## src/rtl/gbar_sync_unit_if.sv

```systemverilog
// Global-barrier bus between the per-socket gbar arbiter (master) and the
// barrier sync unit (slave): arrival requests in, release broadcast out.
interface gbar_sync_unit_if #(
  parameter int NUM_CORES    = 4,
  parameter int NUM_BARRIERS = 8,
  parameter int CID_W        = (NUM_CORES > 1) ? $clog2(NUM_CORES) : 1,
  parameter int BID_W        = $clog2(NUM_BARRIERS)
);
  logic             req_valid;
  logic [BID_W-1:0] req_id;
  logic [CID_W-1:0] req_size_m1;
  logic [CID_W-1:0] req_core_id;
  logic             req_ready;
  logic             rsp_valid;
  logic [BID_W-1:0] rsp_id;

  modport master (
    output req_valid, req_id, req_size_m1, req_core_id,
    input  req_ready, rsp_valid, rsp_id
  );

  modport slave (
    input  req_valid, req_id, req_size_m1, req_core_id,
    output req_ready, rsp_valid, rsp_id
  );
endinterface

```

## src/rtl/gbar_sync_unit.sv

```systemverilog
// Global barrier controller: counts per-ID core arrivals and broadcasts a
// one-cycle release when the expected count is reached, freeing the entry.
module gbar_sync_unit #(
  parameter int NUM_CORES    = 4,
  parameter int NUM_BARRIERS = 8,
  parameter int CID_W        = (NUM_CORES > 1) ? $clog2(NUM_CORES) : 1,
  parameter int BID_W        = $clog2(NUM_BARRIERS)
) (
  input  logic           clk,
  input  logic           reset,
  gbar_sync_unit_if.slave bus,
  output logic           busy,
  output logic           err_dup
);
  localparam logic [CID_W:0] ONE         = (CID_W+1)'(1);
  localparam logic [CID_W:0] NUM_CORES_W = (CID_W+1)'(NUM_CORES);

  logic [NUM_BARRIERS-1:0]                active_q, active_d;
  logic [NUM_BARRIERS-1:0][CID_W-1:0]     size_q, size_d;
  logic [NUM_BARRIERS-1:0][CID_W:0]       count_q, count_d;
  logic [NUM_BARRIERS-1:0][NUM_CORES-1:0] mask_q, mask_d;
  logic                                   rsp_valid_q, rsp_valid_d;
  logic [BID_W-1:0]                       rsp_id_q, rsp_id_d;
  logic                                   busy_q, busy_d;
  logic                                   err_dup_q, err_dup_d;

  logic                 accept;
  logic [BID_W-1:0]     e;
  logic [NUM_CORES-1:0] core_oh;
  logic                 dup;
  logic [CID_W-1:0]     size_eff;
  logic [CID_W:0]       new_count;
  logic [NUM_CORES-1:0] mask_new;

  // Ready is only withheld while reset is held; there is no internal stall.
  assign bus.req_ready = !reset;
  assign accept        = bus.req_valid && bus.req_ready;

  always_comb begin
    active_d    = active_q;
    size_d      = size_q;
    count_d     = count_q;
    mask_d      = mask_q;
    err_dup_d   = err_dup_q;
    rsp_valid_d = 1'b0;
    rsp_id_d    = rsp_id_q;
    e           = bus.req_id;
    core_oh     = NUM_CORES'(1) << bus.req_core_id;
    dup         = 1'b0;
    size_eff    = size_q[e];
    new_count   = count_q[e] + ONE;
    mask_new    = mask_q[e] | core_oh;

    if (accept) begin
      if (!active_q[e]) begin
        // First arrival opens a new epoch and fixes the expected size.
        size_eff  = bus.req_size_m1;
        new_count = ONE;
        mask_new  = core_oh;
      end else if (|(mask_q[e] & core_oh)) begin
        dup = 1'b1;
      end

      if (dup) begin
        err_dup_d = 1'b1;
      end else if (new_count == ({1'b0, size_eff} + ONE)) begin
        active_d[e] = 1'b0;
        size_d[e]   = '0;
        count_d[e]  = '0;
        mask_d[e]   = '0;
        rsp_valid_d = 1'b1;
        rsp_id_d    = e;
      end else begin
        active_d[e] = 1'b1;
        size_d[e]   = size_eff;
        count_d[e]  = new_count;
        mask_d[e]   = mask_new;
      end
    end

    busy_d = (|active_d) | rsp_valid_d;
  end

  always_ff @(posedge clk) begin
    if (reset) begin
      active_q    <= '0;
      size_q      <= '0;
      count_q     <= '0;
      mask_q      <= '0;
      rsp_valid_q <= 1'b0;
      rsp_id_q    <= '0;
      busy_q      <= 1'b0;
      err_dup_q   <= 1'b0;
    end else begin
      active_q    <= active_d;
      size_q      <= size_d;
      count_q     <= count_d;
      mask_q      <= mask_d;
      rsp_valid_q <= rsp_valid_d;
      rsp_id_q    <= rsp_id_d;
      busy_q      <= busy_d;
      err_dup_q   <= err_dup_d;
    end
  end

  assign bus.rsp_valid = rsp_valid_q;
  assign bus.rsp_id    = rsp_id_q;
  assign busy          = busy_q;
  assign err_dup       = err_dup_q;

  a_core_id_range: assert property (@(posedge clk) disable iff (reset)
    bus.req_valid |-> ({1'b0, bus.req_core_id} < NUM_CORES_W));

endmodule

```

## src/flat_wrapper.sv

```systemverilog
// flat-port wrapper written by rule: the top's interface ports become plain ports
module gbar_sync_unit_flat 
#(
  parameter int NUM_CORES    = 4,
  parameter int NUM_BARRIERS = 8,
  parameter int CID_W        = (NUM_CORES > 1) ? $clog2(NUM_CORES) : 1,
  parameter int BID_W        = $clog2(NUM_BARRIERS)
)
  (clk, reset, busy, err_dup, bus_req_valid, bus_req_id, bus_req_size_m1, bus_req_core_id, bus_req_ready, bus_rsp_valid, bus_rsp_id);
  gbar_sync_unit_if #(.NUM_CORES(NUM_CORES), .NUM_BARRIERS(NUM_BARRIERS), .CID_W(CID_W), .BID_W(BID_W)) bus_i ();
  input  logic clk;
  input  logic reset;
  output logic busy;
  output logic err_dup;
  input wire logic [$bits(bus_i.req_valid)-1:0] bus_req_valid;
  input wire logic [$bits(bus_i.req_id)-1:0] bus_req_id;
  input wire logic [$bits(bus_i.req_size_m1)-1:0] bus_req_size_m1;
  input wire logic [$bits(bus_i.req_core_id)-1:0] bus_req_core_id;
  output wire logic [$bits(bus_i.req_ready)-1:0] bus_req_ready;
  output wire logic [$bits(bus_i.rsp_valid)-1:0] bus_rsp_valid;
  output wire logic [$bits(bus_i.rsp_id)-1:0] bus_rsp_id;
  assign bus_i.req_valid = bus_req_valid;
  assign bus_i.req_id = bus_req_id;
  assign bus_i.req_size_m1 = bus_req_size_m1;
  assign bus_i.req_core_id = bus_req_core_id;
  assign bus_req_ready = bus_i.req_ready;
  assign bus_rsp_valid = bus_i.rsp_valid;
  assign bus_rsp_id = bus_i.rsp_id;
  gbar_sync_unit #(.NUM_CORES(NUM_CORES), .NUM_BARRIERS(NUM_BARRIERS), .CID_W(CID_W), .BID_W(BID_W)) u_core (.clk(clk), .reset(reset), .bus(bus_i), .busy(busy), .err_dup(err_dup));
endmodule
```

## config.mk

```make
export PLATFORM = sky130hd
export DESIGN_NAME = gbar_sync_unit_flat
export DESIGN_NICKNAME = d
export VERILOG_FILES = /design/src/rtl/gbar_sync_unit_if.sv /design/src/rtl/gbar_sync_unit.sv /design/src/flat_wrapper.sv
export SDC_FILE = /design/constraint.sdc
export NUM_CORES = 1
export LEC_CHECK = 0
export ABC_AREA = 0
export CAP_MARGIN = 20
export CORE_MARGIN = 8
export CORE_UTILIZATION = 25
export DETAILED_ROUTE_END_ITERATION = 6
export PLACE_DENSITY_LB_ADDON = 0.3
export SETUP_SLACK_MARGIN = 0.3
export SKIP_CTS_REPAIR_TIMING = 1
export SLEW_MARGIN = 20
export SYNTH_ARGS = -nofsm -noshare
export SYNTH_HDL_FRONTEND = slang
export SYNTH_SLANG_ARGS = --single-unit
```

## constraint.sdc

```tcl
create_clock -name clk -period 4 [get_ports clk]
set_clock_uncertainty 0.05 [all_clocks]
set_input_delay 0.8 -clock clk [delete_from_list [all_inputs] [get_ports clk]]
set_output_delay 0.8 -clock clk [all_outputs]
set_load 0.01 [all_outputs]
```

==> results of run 1 <==
-- layer usage --
| layer | routed length (microns) | GRT usage |
|---|---|---|
| met5 | 0 | 0 |
| met4 | 96 | 0.02431 |
| met3 | 381 | 0.02722 |
| met2 | 5246 | 0.1877 |
| met1 | 5445 | 0.1482 |
-- area by class of cell --
cell class                      count  area, sq um
Multi-Input combinational cell    310         2046
Tap cell                          216        270.3
Inverter                            2        8.758
Fill cell                        1668        10770
Sequential cell                    86         1722
Clock buffer                       14        284.0
Timing Repair Buffer               57        520.5
Clock inverter                      2        37.54
-- synthesized netlist by cell type (all sizes together) (4+ instances only) --
cell	instances
nand3b	5
o21ai	77
nor2	19
mux2i	16
a21oi	4
mux2	22
o22ai	11
mux4	7
clkbuf	14
a31oi	4
nor2b	8
nand2	54
nand3	48
dfxtp	86
buf	15
-- worst paths after layout --
path,cells after the start,to,from
worst min-delay path,2,u_core.size_q[6],u_core.size_q[6]
worst max register to register,11,u_core.count_q[17],u_core.active_q[6]
worst max-delay path,12,u_core.count_q[17],bus_req_id[2]
worst min register to register,2,u_core.size_q[6],u_core.size_q[6]
-- where the power goes --
part           leakage [nW]  switching [mW]  total [mW]  internal (mW)
Combinational         0.982           0.121       0.208         0.0866
Sequential            0.695         0.00772       0.880          0.872
Clock                 0.155           0.327       0.880          0.552
Total                  1.83           0.456        1.97           1.51
-- metrics by stage --
step / instance area [sq um] / instances / power, mW / worst slack [ns] / setup TNS (ns)
floorplan: 3960 / 427 / 1.024 / 0.3295 / 0
global placement: 4552 / 671 / 1.103 / -0.02075 / -0.1015
detailed placement: 4552 / 671 / 1.105 / -0.1261 / -1.985
CTS: 4873 / 687 / 1.990 / 0.2184 / 0
global route: 4888 / 687 / 2.043 / 0.4207 / 0
finish: 4888 / 687 / 1.967 / 0.5720 / 0
-- critical path, stage by stage --
cell and delay (ns):
clkbuf_4 0.29, buf_4 0.32, mux4_2 0.33, mux2i_1 0.22
a21oi_1 0.13, ha_1 0.33, nor4_1 0.06, buf_4 0.14
o31ai_4 0.38, buf_4 0.26, nand2_1 0.16, o21ai_0 0.18
-- placed cells by master, fill, tap and decap left out, types with 4 or more instances in the layout --
cell type,n
mux4_1,4
buf_4,37
nor2b_1,7
nand3b_1,4
clkbuf_16,9
dfxtp_1,86
clkbuf_8,4
o22ai_1,11
mux2i_1,16
nand2_4,4
nand3_1,47
o21ai_1,4
buf_12,4
o21ai_0,72
clkdlybuf4s50_1,13
nand2_1,48
nor2_1,19
mux2_2,21
-- cell families (layout without fill, tap and decap cells) --
logic type	after synthesis	in the layout	share of synthesized area
AO/OA/AOI/OAI	105	105	0.1524
XOR/XNOR	2	2	0.004437
AND/OR/NAND/NOR	156	156	0.2041
multiplexers	45	45	0.1480
flip-flops	86	86	0.4360
buffers and inverters	31	75	0.04879
adder cells (fa/ha/maj)	2	2	0.006336
-- state kept, by name, summed over array words and instances, names as in the netlist --
signal,cells
u_core.mask_q,32
u_core.count_q,24
u_core.size_q,16
u_core.active_q,8
u_core.bus.rsp_id,3
u_core.bus.rsp_valid,1
u_core.busy,1
u_core.err_dup,1
==> key figures, run 1 <==
Synthesis
  • Syn avg cell area: 9.248 sq um
  • Top_reg_cell synth: dfxtp_1
  • EDFF count, synth: 0
  • Sequential area share after synthesis: 0.4360
  • #FFs+latches synth: 86
  • Synth Cell Area: 3949 sq um
  • Asr flop ratio synth: 0
  • Synth area leader: dfxtp_1
  • Yosys warning count: 0
  • Area share of the largest cell type after synthesis: 0.4360
  • Synth Net Count: 439
  • Post-Syn Instances: 427
  • Synth top area cells: dfxtp_1 (44%), o21ai_0 (9.3%), nand3_1 (6.1%), mux2_2 (6.0%), nand2_1 (4.7%)
  • Netlist cell types: 54

STA
  • Slew headroom: 0.6512
  • Highest achievable clock rate: 0.2917 GHz
  • Slew Viols, Final: 0
  • Hold Vio Cnt, Final: 0
  • RSZ-0062 raised after global routing: false
  • Tcrit/Tclk final: 0.8570
  • WHS: 0.3976 ns
  • Fin crit period: 3.428 ns
  • Final number of setup-violating endpoints: 0
  • Transition time at the pin with the least slew margin: 0.5232 ns

Die
  • Die X-Extent: 141.7 microns
  • Die area: 20070 sq um
  • Die height: 141.7 microns
  • Top-Level Pins: 17
  • Initial Util: 0.2522
  • Core footprint: 15660 sq um
  • Site Rows: 46

Power
  • Static leakage: 1.832 nW
  • Pwr dens: 402.4 nW/um^2
  • Worst vdd ir: 225.3 uV

Routing
  • DRT Pass-1 Iters: 4
  • DRT iter0 DRCs: 237
  • Vias per cell: 4.753
  • Drt wl/cell: 16.26 microns
  • ANT nets after route: 0
  • WL final: 11170 microns
  • Via count: 3265
  • DRC: 0

Worst setup path
  • Worst path arrival time: 3.64 ns
  • CP Launch Type: input port
  • CP required: 4.21 ns
  • Crit end category: flip-flop
  • Flop-to-flop setup slack: 1.03 ns
  • Crit Path Class: input port to flip-flop
  • Critical Path Fanout Max: 20

CTS
  • Clk root buf: clkbuf_16
  • # clock sinks: 86
  • CTS buffer count: 9
  • CTS tree: yes
  • Longest Clk Path Bufs: 2
  • CTS H-tree depth: 3
  • Worst-Skew Late Latency: 0.33 ns
  • Reg clk slew, reported paths: 0.06 ns

Cells and area
  • Final #Nets: 478
  • Final core occ: 0.3123
  • Area Growth Syn to Fin: 23.80%
  • # diodes: 0
  • Share of layout cells above drive strength 1: 0.2144

Global routing
  • First-pass GRT wire length: 17590 microns
  • Global route total overflow: 0
  • Largest net degree at the start of global routing: 47
  • GR Util All Layers: 0.1140
  • Initial antenna violation count: 0
  • Number of global-route vias before repair: 3126

Status
  • Status: finished clean

Placed design
  • Gpl congestion: 0.8066
  • PortBufs: 16
  • Detail Placement HPWL: 7884 microns

Worst hold path
  • Worst hold path type: flip-flop to flip-flop

Flow run
  • Number of max-cap violations: 0
No activity file was read; power rests on OpenSTA's default activity.
==> run 2: changes to the inputs <==
--- a/config.mk
+++ b/config.mk
@@ -6,9 +6,10 @@
 export NUM_CORES = 1
 export LEC_CHECK = 0
 export ABC_AREA = 0
+export ABC_CLOCK_PERIOD_IN_PS = 4000
 export CAP_MARGIN = 20
 export CORE_MARGIN = 8
-export CORE_UTILIZATION = 25
+export CORE_UTILIZATION = 40
 export DETAILED_ROUTE_END_ITERATION = 6
 export PLACE_DENSITY_LB_ADDON = 0.3
 export SETUP_SLACK_MARGIN = 0.3
==> run 2 against run 1 <==
- register-to-register slack about the same
- hold slack better by 0.0039 ns
- sequential power about the same
- critical path depth is the same
- fmax down 2.3%
- worst setup slack worse by 0.080 ns
- utilization is 17 points higher
- die area decreased by 34%
- critical path type unchanged
- highest routed layer unchanged
==> key figures, run 2 (same netlist as run 1, synthesis figures left out) <==
Cells and area
  • Top reg by flops: u_core.mask_q
  • Final #Nets: 475 (-0.63%)
  • Sequential cell area: 1722 sq um (unchanged)
  • Max reg flops: 32 (unchanged)
  • Share of layout cells above drive strength 1: 0.2065 (-0.007986)
  • Area Growth Syn to Fin: 17.46%
  • Final core occ: 0.4789 (+0.1667)
  • Commonest non-fill, non-tap cells in the layout: dfxtp_1 (86), o21ai_0 (73), nand2_1 (48), nand3_1 (47), buf_4 (32)
  • Fillers: 865 (-48%)
  • Top Registers: u_core.mask_q x32, u_core.count_q x24, u_core.size_q x16
  • # diodes: 0 (unchanged)
  • Most common cell after layout, fill and taps aside: dfxtp_1
  • Non-Filler Instances: 598 (-13%)
  • Area of the multi-input gates: 2046 sq um (unchanged)

Power
  • Pwr dens: 367.4 nW/um^2 (-8.7%)
  • Worst vdd ir: 184.1 uV (-18%)
  • Static leakage: 1.760 nW (-3.9%)

Worst setup path
  • RR Startpoint: u_core.active_q[2]
  • Flop-to-flop setup slack: 1.04 ns (about the same)
  • R2r endpoint: u_core.bus.rsp_id[0]
  • Crit end category: flip-flop
  • CP required: 4.20 ns (about the same)
  • Worst path arrival time: 3.71 ns (+0.07 ns)
  • CP Launch Type: input port
  • Crit Path Class: input port to flip-flop
  • R2r worst-path depth: 9 (-2)
  • Critical Path Fanout Max: 20 (unchanged)

STA
  • RSZ-0062 raised after global routing: false
  • Setup TNS Final: 0 ns (unchanged)
  • Tcrit/Tclk final: 0.8771 (+0.02006)
  • Transition time at the pin with the least slew margin: 0.5190 ns (-0.004228 ns)
  • Slew Viols, Final: 0 (unchanged)
  • Fin crit period: 3.508 ns (+0.08026 ns)
  • Highest achievable clock rate: 0.2850 GHz (-2.3%)
  • WHS: 0.4016 ns (+0.003938 ns)
  • Final number of setup-violating endpoints: 0 (unchanged)
  • Slew headroom: 0.6540 (+0.002819)
  • Hold Vio Cnt, Final: 0 (unchanged)

Global routing
  • First-pass GRT wire length: 16030 microns (-8.9%)
  • Number of global-route vias before repair: 3064 (-2.0%)
  • Largest net degree at the start of global routing: 47 (unchanged)
  • Initial antenna violation count: 0 (unchanged)
  • GR Util All Layers: 0.1576 (+0.04356)
  • Global route total overflow: 0 (unchanged)

CTS
  • Longest Clk Path Bufs: 2 (unchanged)
  • CTS buffer count: 9 (unchanged)
  • # clock sinks: 86 (unchanged)
  • Clk root buf: clkbuf_8
  • CTS tree: yes
  • CTS H-tree depth: 3 (unchanged)
  • Worst-Skew Late Latency: 0.36 ns (+0.03 ns)
  • Reg clk slew, reported paths: 0.08 ns (+0.02 ns)

Routing
  • DRT Pass-1 Iters: 4 (unchanged)
  • Vias per cell: 5.365 (+13%)
  • DRC: 0 (unchanged)
  • WL final: 10160 microns (-9.1%)
  • Drt wl/cell: 16.98 microns (+4.5%)
  • DRT iter0 DRCs: 191 (-19%)
  • ANT nets after route: 0 (unchanged)
  • Via count: 3208 (-1.7%)

Placed design
  • Detail Placement HPWL: 7115 microns (-9.8%)
  • Cells after DPL: 585 (-13%)
  • PortBufs: 16 (unchanged)
  • Gpl congestion: 0.8861 (+9.9%)

Die
  • Die height: 115.4 microns (-19%)
  • Die area: 13310 sq um (-34%)
  • Core footprint: 9684 sq um (-38%)
  • Top-Level Pins: 17 (unchanged)
  • Site Rows: 36 (-22%)
  • Initial Util: 0.4078 (+0.1555)
  • Die X-Extent: 115.4 microns (-19%)

Worst hold path
  • Hold depth: 2 (unchanged)
  • Hold wc startpoint: u_core.size_q[13]
  • Worst hold path type: flip-flop to flip-flop
  • Worst hold endpoint: u_core.size_q[13]

Flow run
  • Number of max-cap violations: 0 (unchanged)

Status
  • Status: finished clean
-- run 2: report_power, final --
group	total (mW)	switching [mW]	internal [mW]
registers	0.878	0.00774	0.871
logic	0.209	0.119	0.0894
clock network	0.617	0.287	0.330
-- run 2: critical path, cell delays in order --
cell             delay (ns)
clkdlybuf4s50_1        0.50
buf_12                 0.17
or2_2                  0.14
o22ai_1                0.07
a211o_1                0.30
ha_1                   0.22
or3_1                  0.39
a21oi_2                0.22
xnor2_1                0.20
o31ai_4                0.17
nor2b_4                0.19
mux2_2                 0.34
-- run 2: how the worst max path moves through the flow --
stage | startpoint | to | slack (ns) | depth (start not counted)
after detailed placement | bus_req_id[0] | u_core.count_q[22] | -0.15 | 11
after floorplan | bus_req_id[2] | u_core.bus.rsp_id[0] | 0.33 | 17
after CTS | bus_req_id[0] | u_core.count_q[1] | 0.23 | 11
after global routing | bus_req_id[2] | u_core.mask_q[3] | 0.36 | 13
final | bus_req_id[1] | u_core.bus.rsp_id[0] | 0.49 | 12
after global placement | bus_req_id[0] | u_core.mask_q[6] | -0.03 | 13
-- run 2: routing by layer --
| metal | vias to the layer above | share of wire | track usage |
|---|---|---|---|
| met5 | - | 0 | 0 |
| met4 | 0 | 0.025 | 0.08581 |
| met3 | 18 | 0.031 | 0.02101 |
| met2 | 57 | 0.48 | 0.2554 |
| met1 | 1520 | 0.47 | 0.1982 |
| li1 | 1613 | - | - |
-- run 2: final cells by class --
type                            count  share of cell area
Multi-Input combinational cell    310              0.4411
Clock inverter                      1            0.006474
Sequential cell                    86              0.3712
Tap cell                          133             0.03588
Clock buffer                       12             0.03561
Timing Repair Buffer               54              0.1079
Inverter                            2            0.001888
-- run 2: metrics by stage --
stage | setup slack [ns] | power (mW) | area, sq um
finish | 0.4917 | 1.704 | 4638
global route | 0.3593 | 1.770 | 4638
CTS | 0.2329 | 1.714 | 4621
detailed placement | -0.1451 | 1.102 | 4425
global placement | -0.02536 | 1.099 | 4425
floorplan | 0.3295 | 1.024 | 3960
==> run 3: changes to the inputs <==
--- a/config.mk
+++ b/config.mk
@@ -7,9 +7,8 @@
 export LEC_CHECK = 0
 export ABC_AREA = 0
 export ABC_CLOCK_PERIOD_IN_PS = 4000
-export CAP_MARGIN = 20
 export CORE_MARGIN = 8
-export CORE_UTILIZATION = 40
+export CORE_UTILIZATION = 35
 export DETAILED_ROUTE_END_ITERATION = 6
 export PLACE_DENSITY_LB_ADDON = 0.3
 export SETUP_SLACK_MARGIN = 0.3
==> run 3 against run 2 <==
- critical path depth did not move
- sequential share of layout area fell by 1.2 points
- wire length rose by 4.7%
- non-clock buffer count rose by 3
- sequential cell count did not move
- register-to-register slack barely moved
- largest power group unchanged
- critical endpoint unchanged
- via count rose by 2.2%
- die area rose by 12%
- largest cell class unchanged
- global-route usage fell by 0.88 points
- critical path type unchanged
- hold slack improved by 0.0010 ns
- fmax rose by 0.80%
==> key figures, run 3 (same netlist as run 1, synthesis figures left out) <==
Worst setup path
  • R2r worst-path depth: 9 (unchanged)
  • Crit end category: flip-flop
  • Worst path arrival time: 3.67 ns (-0.04 ns)
  • Cell Chain, Critical Path: buf_2 > mux2i_1 > o22ai_1 > a211o_1 > ha_1 > or3_1 > a21oi_2 > xnor2_1 > o31ai_4 > buf_4 > nor2b_4 > mux2_2
  • Critical path's top delay family: compound AO/OA/AOI/OAI gates
  • Critical Path Source: bus_req_id[2]
  • RR Startpoint: u_core.active_q[1]
  • CP Launch Type: input port
  • Crit Path Class: input port to flip-flop
  • CP required: 4.19 ns (about the same)
  • Crit path buffers/inverters: 2 (unchanged)
  • WP depth: 12 (unchanged)
  • CP endpoint: u_core.bus.rsp_id[0]
  • R2r endpoint: u_core.bus.rsp_id[0]
  • Critical Path Fanout Max: 18 (-10%)
  • CP max stage delay: 0.39 ns (-0.11 ns)
  • Flop-to-flop setup slack: 1.05 ns (about the same)
  • Critical path's slowest cell: or3_1

STA
  • Tcrit/Tclk final: 0.8701 (-0.006988)
  • RSZ-0062 raised after global routing: false
  • Setup TNS Final: 0 ns (unchanged)
  • Transition time at the pin with the least slew margin: 0.5191 ns (+0.0001514 ns)
  • Final number of setup-violating endpoints: 0 (unchanged)
  • Hold Vio Cnt, Final: 0 (unchanged)
  • Slew Viols, Final: 0 (unchanged)
  • WHS: 0.4026 ns (+0.001047 ns)
  • Fin crit period: 3.480 ns (-0.02795 ns)
  • Highest achievable clock rate: 0.2873 GHz (+0.80%)
  • Slew headroom: 0.6539 (about the same)

Power
  • Clk pwr share: 0.443 (+0.081)
  • Static leakage: 1.822 nW (+3.6%)
  • Pwr dens: 407.0 nW/um^2 (+11%)
  • Pwr Total: 1.951 mW (+15%)
  • Sw Pwr: 0.4891 mW (+18%)
  • Net Sw Frac: 0.2507 (+0.007644)
  • Combinational Power Share: 0.106 (-0.016)
  • Pint: 1.462 mW (+13%)
  • Worst vdd ir: 204.8 uV (+11%)
  • Seq pwr share: 0.451 (-0.065)

Routing
  • DRT Pass-1 Iters: 4 (unchanged)
  • DRC: 0 (unchanged)
  • WL final: 10640 microns (+4.7%)
  • DRT iter0 DRCs: 202 (+5.8%)
  • Vias per cell: 5.363 (about the same)
  • Drt wl/cell: 17.41 microns (+2.5%)
  • ANT nets after route: 0 (unchanged)
  • Via count: 3277 (+2.2%)

Global routing
  • GR Util All Layers: 0.1488 (-0.008807)
  • Met3 Usage GRT: 0.03032 (+0.009309)
  • First-pass GRT wire length: 17100 microns (+6.7%)
  • Initial antenna violation count: 0 (unchanged)
  • Number of global-route vias before repair: 3232 (+5.5%)
  • Met1 usage: 0.1877 (-0.01059)
  • Global route total overflow: 0 (unchanged)
  • GR peak layer: met2
  • Largest net degree at the start of global routing: 47 (unchanged)
  • Met2 usage: 0.2381 (-0.01730)

Die
  • Top-Level Pins: 17 (unchanged)
  • Core footprint: 10940 sq um (+13%)
  • Initial Util: 0.3611 (-0.04665)
  • Die height: 122.2 microns (+5.9%)
  • Die area: 14940 sq um (+12%)
  • Die X-Extent: 122.2 microns (+5.9%)
  • Site Rows: 38 (+5.6%)

CTS
  • # clock sinks: 86 (unchanged)
  • Worst-Skew Late Latency: 0.35 ns (about the same)
  • CTS buffer count: 9 (unchanged)
  • CTS H-tree depth: 3 (unchanged)
  • Longest Clk Path Bufs: 2 (unchanged)
  • CTS tree: yes
  • Reg clk slew, reported paths: 0.07 ns (about the same)
  • Clk root buf: clkbuf_16

Cells and area
  • Max reg flops: 32 (unchanged)
  • Share of layout cells above drive strength 1: 0.2208 (+0.01436)
  • Top Registers: u_core.mask_q x32, u_core.count_q x24, u_core.size_q x16
  • Final #Nets: 478 (+0.63%)
  • Commonest non-fill, non-tap cells in the layout: dfxtp_1 (86), o21ai_0 (72), nand2_1 (49), nand3_1 (48), buf_4 (36)
  • Top reg by flops: u_core.mask_q
  • Area Growth Syn to Fin: 21.39%
  • Fin area: 4793 sq um (+3.3%)
  • # diodes: 0 (unchanged)
  • Most common cell after layout, fill and taps aside: dfxtp_1
  • Final core occ: 0.4383 (-0.04061)

Placed design
  • PortBufs: 16 (unchanged)
  • Detail Placement HPWL: 7228 microns (+1.6%)
  • Cell Area, Placed: 4437 sq um (+0.25%)
  • Gpl congestion: 0.8394 (-5.3%)

Worst hold path
  • Worst hold path type: flip-flop to flip-flop

Status
  • Status: finished clean

Flow run
  • Number of max-cap violations: 0 (unchanged)
## run 3: cell types whose count changed in the layout (fill, tap and decap cells not counted), sizes merged
cell | previous run | this run
clkinv | 1 | 4
buf | 39 | 42
clkbuf | 12 | 10
dlymetal6s2s | 1 | 2
inv | 1 | 2
clkinvlp | 0 | 1
clkdlybuf4s50 | 14 | 13
## run 3: power by group through the flow
| stage | Sequential [mW] | Combinational (mW) | Clock, mW |
|---|---|---|---|
| floorplan | 0.898 | 0.126 | 0 |
| global placement | 0.898 | 0.197 | 0 |
| detailed placement | 0.898 | 0.199 | 0 |
| CTS | 0.879 | 0.200 | 0.878 |
| global route | 0.880 | 0.222 | 0.915 |
| finish | 0.879 | 0.208 | 0.864 |
## run 3: final cells by class
type                            instances  area (sq um)
Sequential cell                        86          1722
Tap cell                              140         175.2
Clock buffer                           10         239.0
Timing Repair Buffer                   57         513.0
Clock inverter                          6         68.82
Inverter                                2         8.758
Multi-Input combinational cell        310          2067
Fill cell                            1060          6142
## run 3: metal layers
metal	part of all wire	routed length, microns
met5	0	0
met2	0.47	4976
met1	0.46	4907
met4	0.024	254
met3	0.047	498
## run 3: worst register-to-register path, stage by stage (launching register included)
cell and delay (ns):
dfxtp_1 0.33, mux4_1 0.49, mux2_4 0.31, a21oi_1 0.23, ha_1 0.34, nor4_4 0.33
o31ai_4 0.13, buf_4 0.16, nor2b_4 0.15, mux2_2 0.34
## run 3: worst min-delay path by stage
stage	from	endpoint	slack [ns]	cells after the start
2_1_floorplan	u_core.count_q[14]	u_core.count_q[14]	0.37	2
3_3_place_gp	u_core.mask_q[27]	u_core.mask_q[27]	0.38	2
3_5_place_dp	u_core.mask_q[17]	u_core.mask_q[17]	0.39	2
4_1_cts	u_core.count_q[14]	u_core.count_q[14]	0.40	2
5_1_grt	u_core.size_q[6]	u_core.size_q[6]	0.42	2
6_report	u_core.count_q[14]	u_core.count_q[14]	0.40	2
## run 3: metrics by stage
step / cells / setup WS, ns
finish: 611 / 0.5197
global route: 611 / 0.3866
CTS: 610 / 0.2198
detailed placement: 594 / -0.1451
global placement: 594 / -0.1103
floorplan: 427 / 0.3295
